## src/rtl/uart_pkg.sv

```systemverilog
// Shared UART definitions: receiver states, default line settings and bit timing.
// The transmitter also uses clks_per_bit, so both ends derive the same bit period.
package uart_pkg;

  typedef enum logic [2:0] {
    IDLE,
    START,
    DATA,
    STOP,
    BREAK
  } rx_state_t;

  localparam int DEF_CLK_FREQ = 50_000_000;
  localparam int DEF_BAUD     = 115_200;

  function automatic int clks_per_bit(input int clk_freq, input int baud);
    return clk_freq / baud;
  endfunction

endpackage

```

## src/rtl/sync_2ff.sv

```systemverilog
// Generic two-flop synchronizer for asynchronous inputs, with a selectable reset value.
module sync_2ff #(
  parameter int               WIDTH   = 1,
  parameter logic [WIDTH-1:0] RST_VAL = '1
) (
  input  logic             i_clk,
  input  logic             i_rst,
  input  logic [WIDTH-1:0] i_d,
  output logic [WIDTH-1:0] o_q
);

  logic [WIDTH-1:0] r_meta;
  logic [WIDTH-1:0] r_sync;

  always_ff @(posedge i_clk or posedge i_rst) begin
    if (i_rst) begin
      r_meta <= RST_VAL;
      r_sync <= RST_VAL;
    end else begin
      r_meta <= i_d;
      r_sync <= r_meta;
    end
  end

  assign o_q = r_sync;

endmodule

```

## src/rtl/uart_rx.sv

```systemverilog
// 8N1 UART receiver: mid-bit sampling of the synchronized line, valid/ready byte output
// with one-cycle frame and overrun error pulses.
module uart_rx
  import uart_pkg::*;
#(
  parameter int CLK_FREQ = DEF_CLK_FREQ,
  parameter int BAUD     = DEF_BAUD
) (
  input  logic       clk,
  input  logic       reset,
  input  logic       rx,
  output logic [7:0] rx_data,
  output logic       rx_valid,
  input  logic       rx_ready,
  output logic       frame_err,
  output logic       overrun_err,
  output logic       busy
);

  localparam int CLKS_PER_BIT = clks_per_bit(CLK_FREQ, BAUD);
  localparam int CNT_W        = $clog2(CLKS_PER_BIT);
  localparam logic [CNT_W-1:0] CNT_FULL = CNT_W'(CLKS_PER_BIT - 1);
  localparam logic [CNT_W-1:0] CNT_HALF = CNT_W'(CLKS_PER_BIT / 2 - 1);

  if (CLKS_PER_BIT < 4) begin : g_cpb_check
    $error("uart_rx: CLKS_PER_BIT must be at least 4");
  end

  logic             w_rx_s;
  rx_state_t        r_state, w_state_nxt;
  logic [CNT_W-1:0] r_cnt, w_cnt_nxt;
  logic [2:0]       r_idx, w_idx_nxt;
  logic [7:0]       r_shift, w_shift_nxt;
  logic             w_done;
  logic             w_ferr;
  logic [7:0]       r_data;
  logic             r_valid;
  logic             r_frame_err;
  logic             r_overrun;

  sync_2ff #(.WIDTH(1), .RST_VAL(1'b1)) u_sync (
    .i_clk (clk),
    .i_rst (reset),
    .i_d   (rx),
    .o_q   (w_rx_s)
  );

  always_ff @(posedge clk or posedge reset) begin
    if (reset) begin
      r_state <= IDLE;
      r_cnt   <= '0;
      r_idx   <= '0;
      r_shift <= '0;
    end else begin
      r_state <= w_state_nxt;
      r_cnt   <= w_cnt_nxt;
      r_idx   <= w_idx_nxt;
      r_shift <= w_shift_nxt;
    end
  end

  always_comb begin
    w_state_nxt = r_state;
    w_cnt_nxt   = r_cnt + CNT_W'(1);
    w_idx_nxt   = r_idx;
    w_shift_nxt = r_shift;
    w_done      = 1'b0;
    w_ferr      = 1'b0;
    case (r_state)
      IDLE: begin
        w_cnt_nxt = '0;
        if (!w_rx_s) w_state_nxt = START;
      end
      START: begin
        // A start bit that is gone by mid-bit is treated as a glitch.
        if (r_cnt == CNT_HALF) begin
          w_cnt_nxt   = '0;
          w_idx_nxt   = '0;
          w_state_nxt = w_rx_s ? IDLE : DATA;
        end
      end
      DATA: begin
        if (r_cnt == CNT_FULL) begin
          w_cnt_nxt          = '0;
          w_shift_nxt[r_idx] = w_rx_s;
          if (r_idx == 3'd7) w_state_nxt = STOP;
          else               w_idx_nxt   = r_idx + 3'd1;
        end
      end
      STOP: begin
        if (r_cnt == CNT_FULL) begin
          w_cnt_nxt = '0;
          if (w_rx_s) begin
            w_done      = 1'b1;
            w_state_nxt = IDLE;
          end else begin
            w_ferr      = 1'b1;
            w_state_nxt = BREAK;
          end
        end
      end
      BREAK: begin
        // Wait out a held-low line so it cannot be decoded as a stream of 0x00 bytes.
        w_cnt_nxt = '0;
        if (w_rx_s) w_state_nxt = IDLE;
      end
      default: w_state_nxt = IDLE;
    endcase
  end

  always_ff @(posedge clk or posedge reset) begin
    if (reset) begin
      r_data      <= '0;
      r_valid     <= 1'b0;
      r_frame_err <= 1'b0;
      r_overrun   <= 1'b0;
    end else begin
      r_frame_err <= w_ferr;
      r_overrun   <= 1'b0;
      if (w_done) begin
        if (!r_valid || rx_ready) begin
          r_data  <= r_shift;
          r_valid <= 1'b1;
        end else begin
          r_overrun <= 1'b1;
        end
      end else if (r_valid && rx_ready) begin
        r_valid <= 1'b0;
      end
    end
  end

  assign rx_data     = r_data;
  assign rx_valid    = r_valid;
  assign frame_err   = r_frame_err;
  assign overrun_err = r_overrun;
  assign busy        = (r_state != IDLE);

endmodule

```

## config.mk

```make
export PLATFORM = sky130hd
export DESIGN_NAME = uart_rx
export DESIGN_NICKNAME = d
export VERILOG_FILES = /design/src/rtl/uart_pkg.sv /design/src/rtl/sync_2ff.sv /design/src/rtl/uart_rx.sv
export SDC_FILE = /design/constraint.sdc
export NUM_CORES = 1
export LEC_CHECK = 0
export ABC_AREA = 1
export CAP_MARGIN = 30
export CELL_PAD_IN_SITES_DETAIL_PLACEMENT = 1
export CELL_PAD_IN_SITES_GLOBAL_PLACEMENT = 1
export CORE_MARGIN = 5
export CORE_UTILIZATION = 40
export DETAILED_ROUTE_END_ITERATION = 16
export PLACE_DENSITY_LB_ADDON = 0.25
export SLEW_MARGIN = 30
export SYNTH_ARGS = -nofsm -noshare
export SYNTH_HDL_FRONTEND = slang
export SYNTH_SLANG_ARGS = --single-unit
```

## constraint.sdc

```tcl
create_clock -name clk -period 2.4 [get_ports clk]
set_clock_uncertainty 0.05 [all_clocks]
set_input_delay 0.36 -clock clk [delete_from_list [all_inputs] [get_ports clk]]
set_output_delay 0.36 -clock clk [all_outputs]
set_load 0.01 [all_outputs]
```

# Yosys cells after proc, flatten, opt, wreduce, memory -nomap -nowiden

Index checks and enable logic that the tools add are counted.

Register bits: 36
Latch bits: 0
Memory bits (writable): 0
Bits in read-only memories: 0
Output and inout bits: 12
Word-level logic and storage cells: 74
Memories: 0

Add/subtract/negate cells: 2
$mul: 0
Div/mod/pow operators: 0
Magnitude comparators: 2
Equal/unequal tests: 15
Shift operators: 0
Multiplexer cells: 30
Bitwise operators: 0
Reduce and logical (&&, ||, !) cells: 15

Operators by type and width:

| operator                                                                             | number |
|---|---|
| 3-bit 2-to-1 mux                                                                     | 10 |
| 9-bit one-hot mux with 3 select lines                                                | 1 |
| 9-bit 2-to-1 mux                                                                     | 2 |
| 3-bit one-hot mux with 5 select lines                                                | 1 |
| 1-bit 2-to-1 mux                                                                     | 12 |
| 2-bit != test (second input constant)                                                | 6 |
| 9-bit by 1-bit adder with 9-bit output (second input constant)                       | 1 |
| 9-bit by 8-bit == test with 1-bit output (second input constant)                     | 1 |
| 9-bit == test (second input constant)                                                | 1 |
| 8-bit bitwise mux                                                                    | 1 |
| 3-bit by 2-bit == test with 1-bit output (second input constant)                     | 2 |
| 3-bit == test (second input constant)                                                | 2 |
| 3-bit one-hot mux with 2 select lines                                                | 1 |
| 2-bit AND reduction                                                                  | 3 |
| 6-bit AND reduction                                                                  | 1 |
| 3-bit by 4-bit less-than comparator with 1-bit output (second input constant)        | 1 |
| 2-bit by 1-bit != test with 1-bit output (second input constant)                     | 2 |
| 4-bit AND reduction                                                                  | 1 |
| 2-bit nonzero test                                                                   | 2 |
| 2-bit OR reduction                                                                   | 2 |
| 3-bit by 1-bit adder with 3-bit output (second input constant)                       | 1 |
| 1-bit demux with 3-bit select                                                        | 1 |
| 3-bit by 1-bit == test with 1-bit output (second input constant)                     | 1 |
| 3-bit by 1-bit greater-or-equal comparator with 1-bit output (second input constant) | 1 |
| other kinds (6)                                                                      | 7 |

# Longest topological paths before layout

Depth in word-level cells: 5
Gate-level depth with buffers: 10
Mapped depth without buffers: 9

# Modules after synthesis

Synthesis repeated with hierarchy kept, for this count alone.

Cell total of the unflattened synthesis: 245
Area total of the unflattened synthesis: 1923.1 um^2

By module, submodules not included:

| module   | times used | cells an instance | area an instance (um^2) |
|---|---|---|---|
| uart_rx  | 1          | 242               | 1866.8 |
| sync_2ff | 1          | 3                 | 56.3 |

# Least setup slack after synthesis

OpenSTA, ideal clock, no wires.

Kind: reg-to-reg
From: register r_cnt[1]
To: register r_data[0], in the netlist rx_data[0]
Data arrival time: 1.325 ns
Required time: 2.233 ns
Setup slack: 0.908 ns
Stages on the path, launching flop included: 11
Path buffers: 1
Period minus slack after synthesis: 1.492 ns
Cells stage by stage: dfrtp_1 inv_1 ha_1 nand2_1 nor2_1 nand2_4 inv_4 nand3_4 buf_6 nand2_2 o21ai_2

Cells in the longest elaborated chain, start to end: 4

Ends and longest elaborated chain:

| element                       | line           | text |
|---|---|---|
| start: declaration            | uart_rx.sv:31  | `logic [CNT_W-1:0] r_cnt, w_cnt_nxt;` |
| start signal: assignment      | uart_rx.sv:56  | `r_cnt <= w_cnt_nxt;` |
| 9-bit == test                 | uart_rx.sv:91  | `if (r_cnt == CNT_FULL) begin` |
| 1-bit 2-to-1 mux              | uart_rx.sv:91  |  |
| 1-bit 2-to-1 mux              | uart_rx.sv:69  | `case (r_state)` |
| 2-bit AND reduction (no line) | --             |  |
| end signal: assignment        | uart_rx.sv:122 | `r_data <= r_shift;` |
| end: declaration              | uart_rx.sv:36  | `logic [7:0] r_data;` |

No other way between the ends.
A chain may end at the register's enable or synchronous reset.

# Worst setup path in the final report

From: register r_state[1]
To: output busy

Cells in the longest elaborated chain, start to end: 1

Ends and longest elaborated chain:

| element                  | line           | text |
|---|---|---|
| start: declaration       | uart_rx.sv:30  | `rx_state_t r_state, w_state_nxt;` |
| start signal: assignment | uart_rx.sv:55  | `r_state <= w_state_nxt;` |
| 3-bit nonzero test       | uart_rx.sv:137 | `assign busy = (r_state != IDLE);` |
| end: declaration         | uart_rx.sv:17  | `output logic busy` |

No other way between the ends.

==> flow_summary.toml <==
[status]
status = "finished, final reports clean"

[finish]
drive_above_1_share_pct = 13.6
syn_to_final_growth_pct = 15.2
fin_nets = 272
diodes = 0

[yosys]
synth.distinct_cells = 24
synth_flop_cell = "dfrtp_1"
ys_warn_count = 0
seq_area_frac_synth_pct = 46.2
yosys.area.top_type = "dfrtp_1"
syn-num-nets = 253
ys_top_cells_by_area = "dfrtp_1 43%, nand2_1 13%, inv_1 7.7%"
synth_top_area_share_pct = 43.5
syn_inst = 244
synth_edf_count = 0
netlist_area_um2 = 1960
synth-async-reset-ratio_pct = 100
ys_top_cells_by_count = "67 x nand2_1, 40 x inv_1, 34 x dfrtp_1"
synth_seq_cells = 36
yosys.cell_count.top_type = "nand2_1"
avgSynthCellArea_um2 = 8.02

[floorplanning]
fp.dieW_um = 79.9
die_h_um = 79.9
io_pins = 16
core_um2 = 4720
row_count = 25
initial_core_util_pct = 41.4
die_area_um2 = 6390

[power]
pwr-share-comb_pct = 1.9
intPower_w = 0.000818
p_switching_w = 0.000254
leakage_nw = 1.12
swShare_pct = 23.7
pwr-share-clk_pct = 40.9
p_seq_share_pct = 57.2
ir_drop_uv = 206
pwr_density_cell_nw_per_um2 = 475

[cts]
tritoncts = "yes"
post_cts_buffers = 0
cts.path.max_buffers = 2
htree_levels = 2
clkLatencyLatePin_ns = 0.29
numCtsBuffers = 5
clkTransAtPathRegs_ns = 0.08
ctsHoldBuffers = 0
cts.sinks = 36
postCtsResizedCells = 0
root_buffer = "clkbuf_8"

[global_route]
grt_max_degree = 37
grtUsageTotal_pct = 15.2
antenna_found_initial = 0
grt_pass1_vias = 1630
grt_pass1_wl_mm = 7.58
overflow = 0

[sta]
hold_slack_ns = 0.310
hold_viol_final = 0
setup_viol = 0
finalSetupTns_ns = 0
post-route-period-util_pct = 78.7
period_needed_ns = 1.89
maxSlewViolCount = 0
fmax_ghz = 0.530
fin_ws_ns = 0.512
rsz0062_at_grt = "no"
tightest_slew_ns = 0.461
relSlewSlack_pct = 69.3

[setup_path]
endpoint_kind = "primary output"
critPathMaxStageDelay_ns = 0.48
crit_slowest_cell = "clkdlybuf4s50_1"
cp_data_required_time_ns = 1.99
cp_cell_sequence = "nor2_1 > nand2_1 > clkdlybuf4s50_1"
worstSetupStartpointType = "register"
crit_type = "reg2out"
cp_data_arrival_time_ns = 1.48
path_max_fanout = 5
path_delay_family = "buffers and inverters"
critPathBufInv = 1

[placement]
port_buffers = 15
gp_congestion = 0.805
dp_hpwl_mm = 3.02
dp_slack_ns = 0.701

[routing]
ant_nets = 0
via_count = 1550
routed_wl_mm = 4.14
drc_errors = 0
drt_iter0_drc = 53
dr.pass1.iters = 4
vias_per_cell = 4.68
routedWlPerCell_um = 12.5

[run]
cap_violations = 0

[min_path]
hold_class = "reg2reg"
power groups by stage:
| stage | Combinational, W | Clock (W) | Sequential, W |
|---|---|---|---|
| floorplan | 0.0000129 | 0 | 0.000622 |
| CTS | 0.0000213 | 0.000451 | 0.000613 |
| global route | 0.0000237 | 0.000488 | 0.000613 |
| detailed placement | 0.0000213 | 0 | 0.000625 |
| global placement | 0.0000211 | 0 | 0.000625 |
| finish | 0.0000200 | 0.000438 | 0.000613 |
cell type report:
type | instances | area (um^2)
clock buffers | 5 | 68.8
clock inverters | 3 | 18.8
fillers | 605 | 2470
inverters | 43 | 164
multi-input cells | 161 | 858
flip-flops and latches | 36 | 903
well taps | 67 | 83.8
repair buffers | 16 | 158
metrics by stage:
step | total power [W] | cells | cell area (um^2) | utilization, %
floorplan | 0.000635 | 244 | 1960 | -
global placement | 0.000646 | 323 | 2170 | 45.9
detailed placement | 0.000646 | 323 | 2170 | 45.9
CTS | 0.00109 | 331 | 2250 | 47.7
global route | 0.00113 | 331 | 2250 | 47.7
finish | 0.00107 | 331 | 2250 | 47.7
per-layer routing:
layer	up-vias	track usage, %	share of wire [%]
met2	17	23.6	43
met3	7	3.16	2.8
met4	0	6.25	1.7
met1	734	20.5	52
li1	792	-	-
met5	-	0	0
flip-flops by register name, indices dropped and copies added, names as in the netlist:
signal / count
overrun_err: 1
r_idx: 3
frame_err: 1
r_cnt: 9
r_shift: 8
u_sync.o_q: 1
rx_valid: 1
u_sync.r_meta: 1
r_state: 3
rx_data: 8
final timing paths:
path / startpoint / endpoint / slack (ns) / cells past startpoint
worst max-delay path: r_state[1]$_DFFE_PP0P_ / busy / 0.51 / 3
worst min-delay path: u_sync.r_meta$_DFF_PP1_ / u_sync.o_q$_DFF_PP1_ / 0.31 / 0
worst max register to register: r_cnt[1]$_DFF_PP0_ / rx_data[7]$_DFFE_PP0P_ / 0.71 / 9
worst min register to register: u_sync.r_meta$_DFF_PP1_ / u_sync.o_q$_DFF_PP1_ / 0.31 / 0
max in group asynchronous: reset / u_sync.r_meta$_DFF_PP1_ / 1.53 / 3
min in group asynchronous: reset / rx_data[6]$_DFFE_PP0P_ / 0.42 / 3
cells in the final DEF, fill, tap and decap left out, types with 5 or more instances in the layout:
cell and count:
nand2_1 67, nand3_1 20, dfrtp_1 34, clkdlybuf4s50_1 15, nand2_2 7, nand4_1 16, o21ai_2 8, clkbuf_8 5
inv_1 40, nor2_1 24, ha_1 5
cells by family (layout without fill, tap and decap cells):
| kind of cell | Yosys count | after routing | share of synthesized area (%) |
|---|---|---|---|
| flip-flops | 36 | 36 | 46.2 |
| buffers and inverters | 47 | 67 | 9.97 |
| adder cells (fa/ha/maj) | 5 | 5 | 3.20 |
| AND/OR/NAND/NOR | 142 | 142 | 35.0 |
| AO/OA/AOI/OAI | 11 | 11 | 4.35 |
| XOR/XNOR | 3 | 3 | 1.34 |
worst register-to-register path, cell delays in order, from the launching register on:
cell and delay, ns:
dfrtp_1 0.40, inv_1 0.09, ha_1 0.16, nand2_1 0.05
nor2_1 0.20, nand2_4 0.15, inv_4 0.09, nand3_4 0.20
nand2_1 0.15, o21ai_2 0.06
Note: power is estimated with default switching activity, not from simulation.
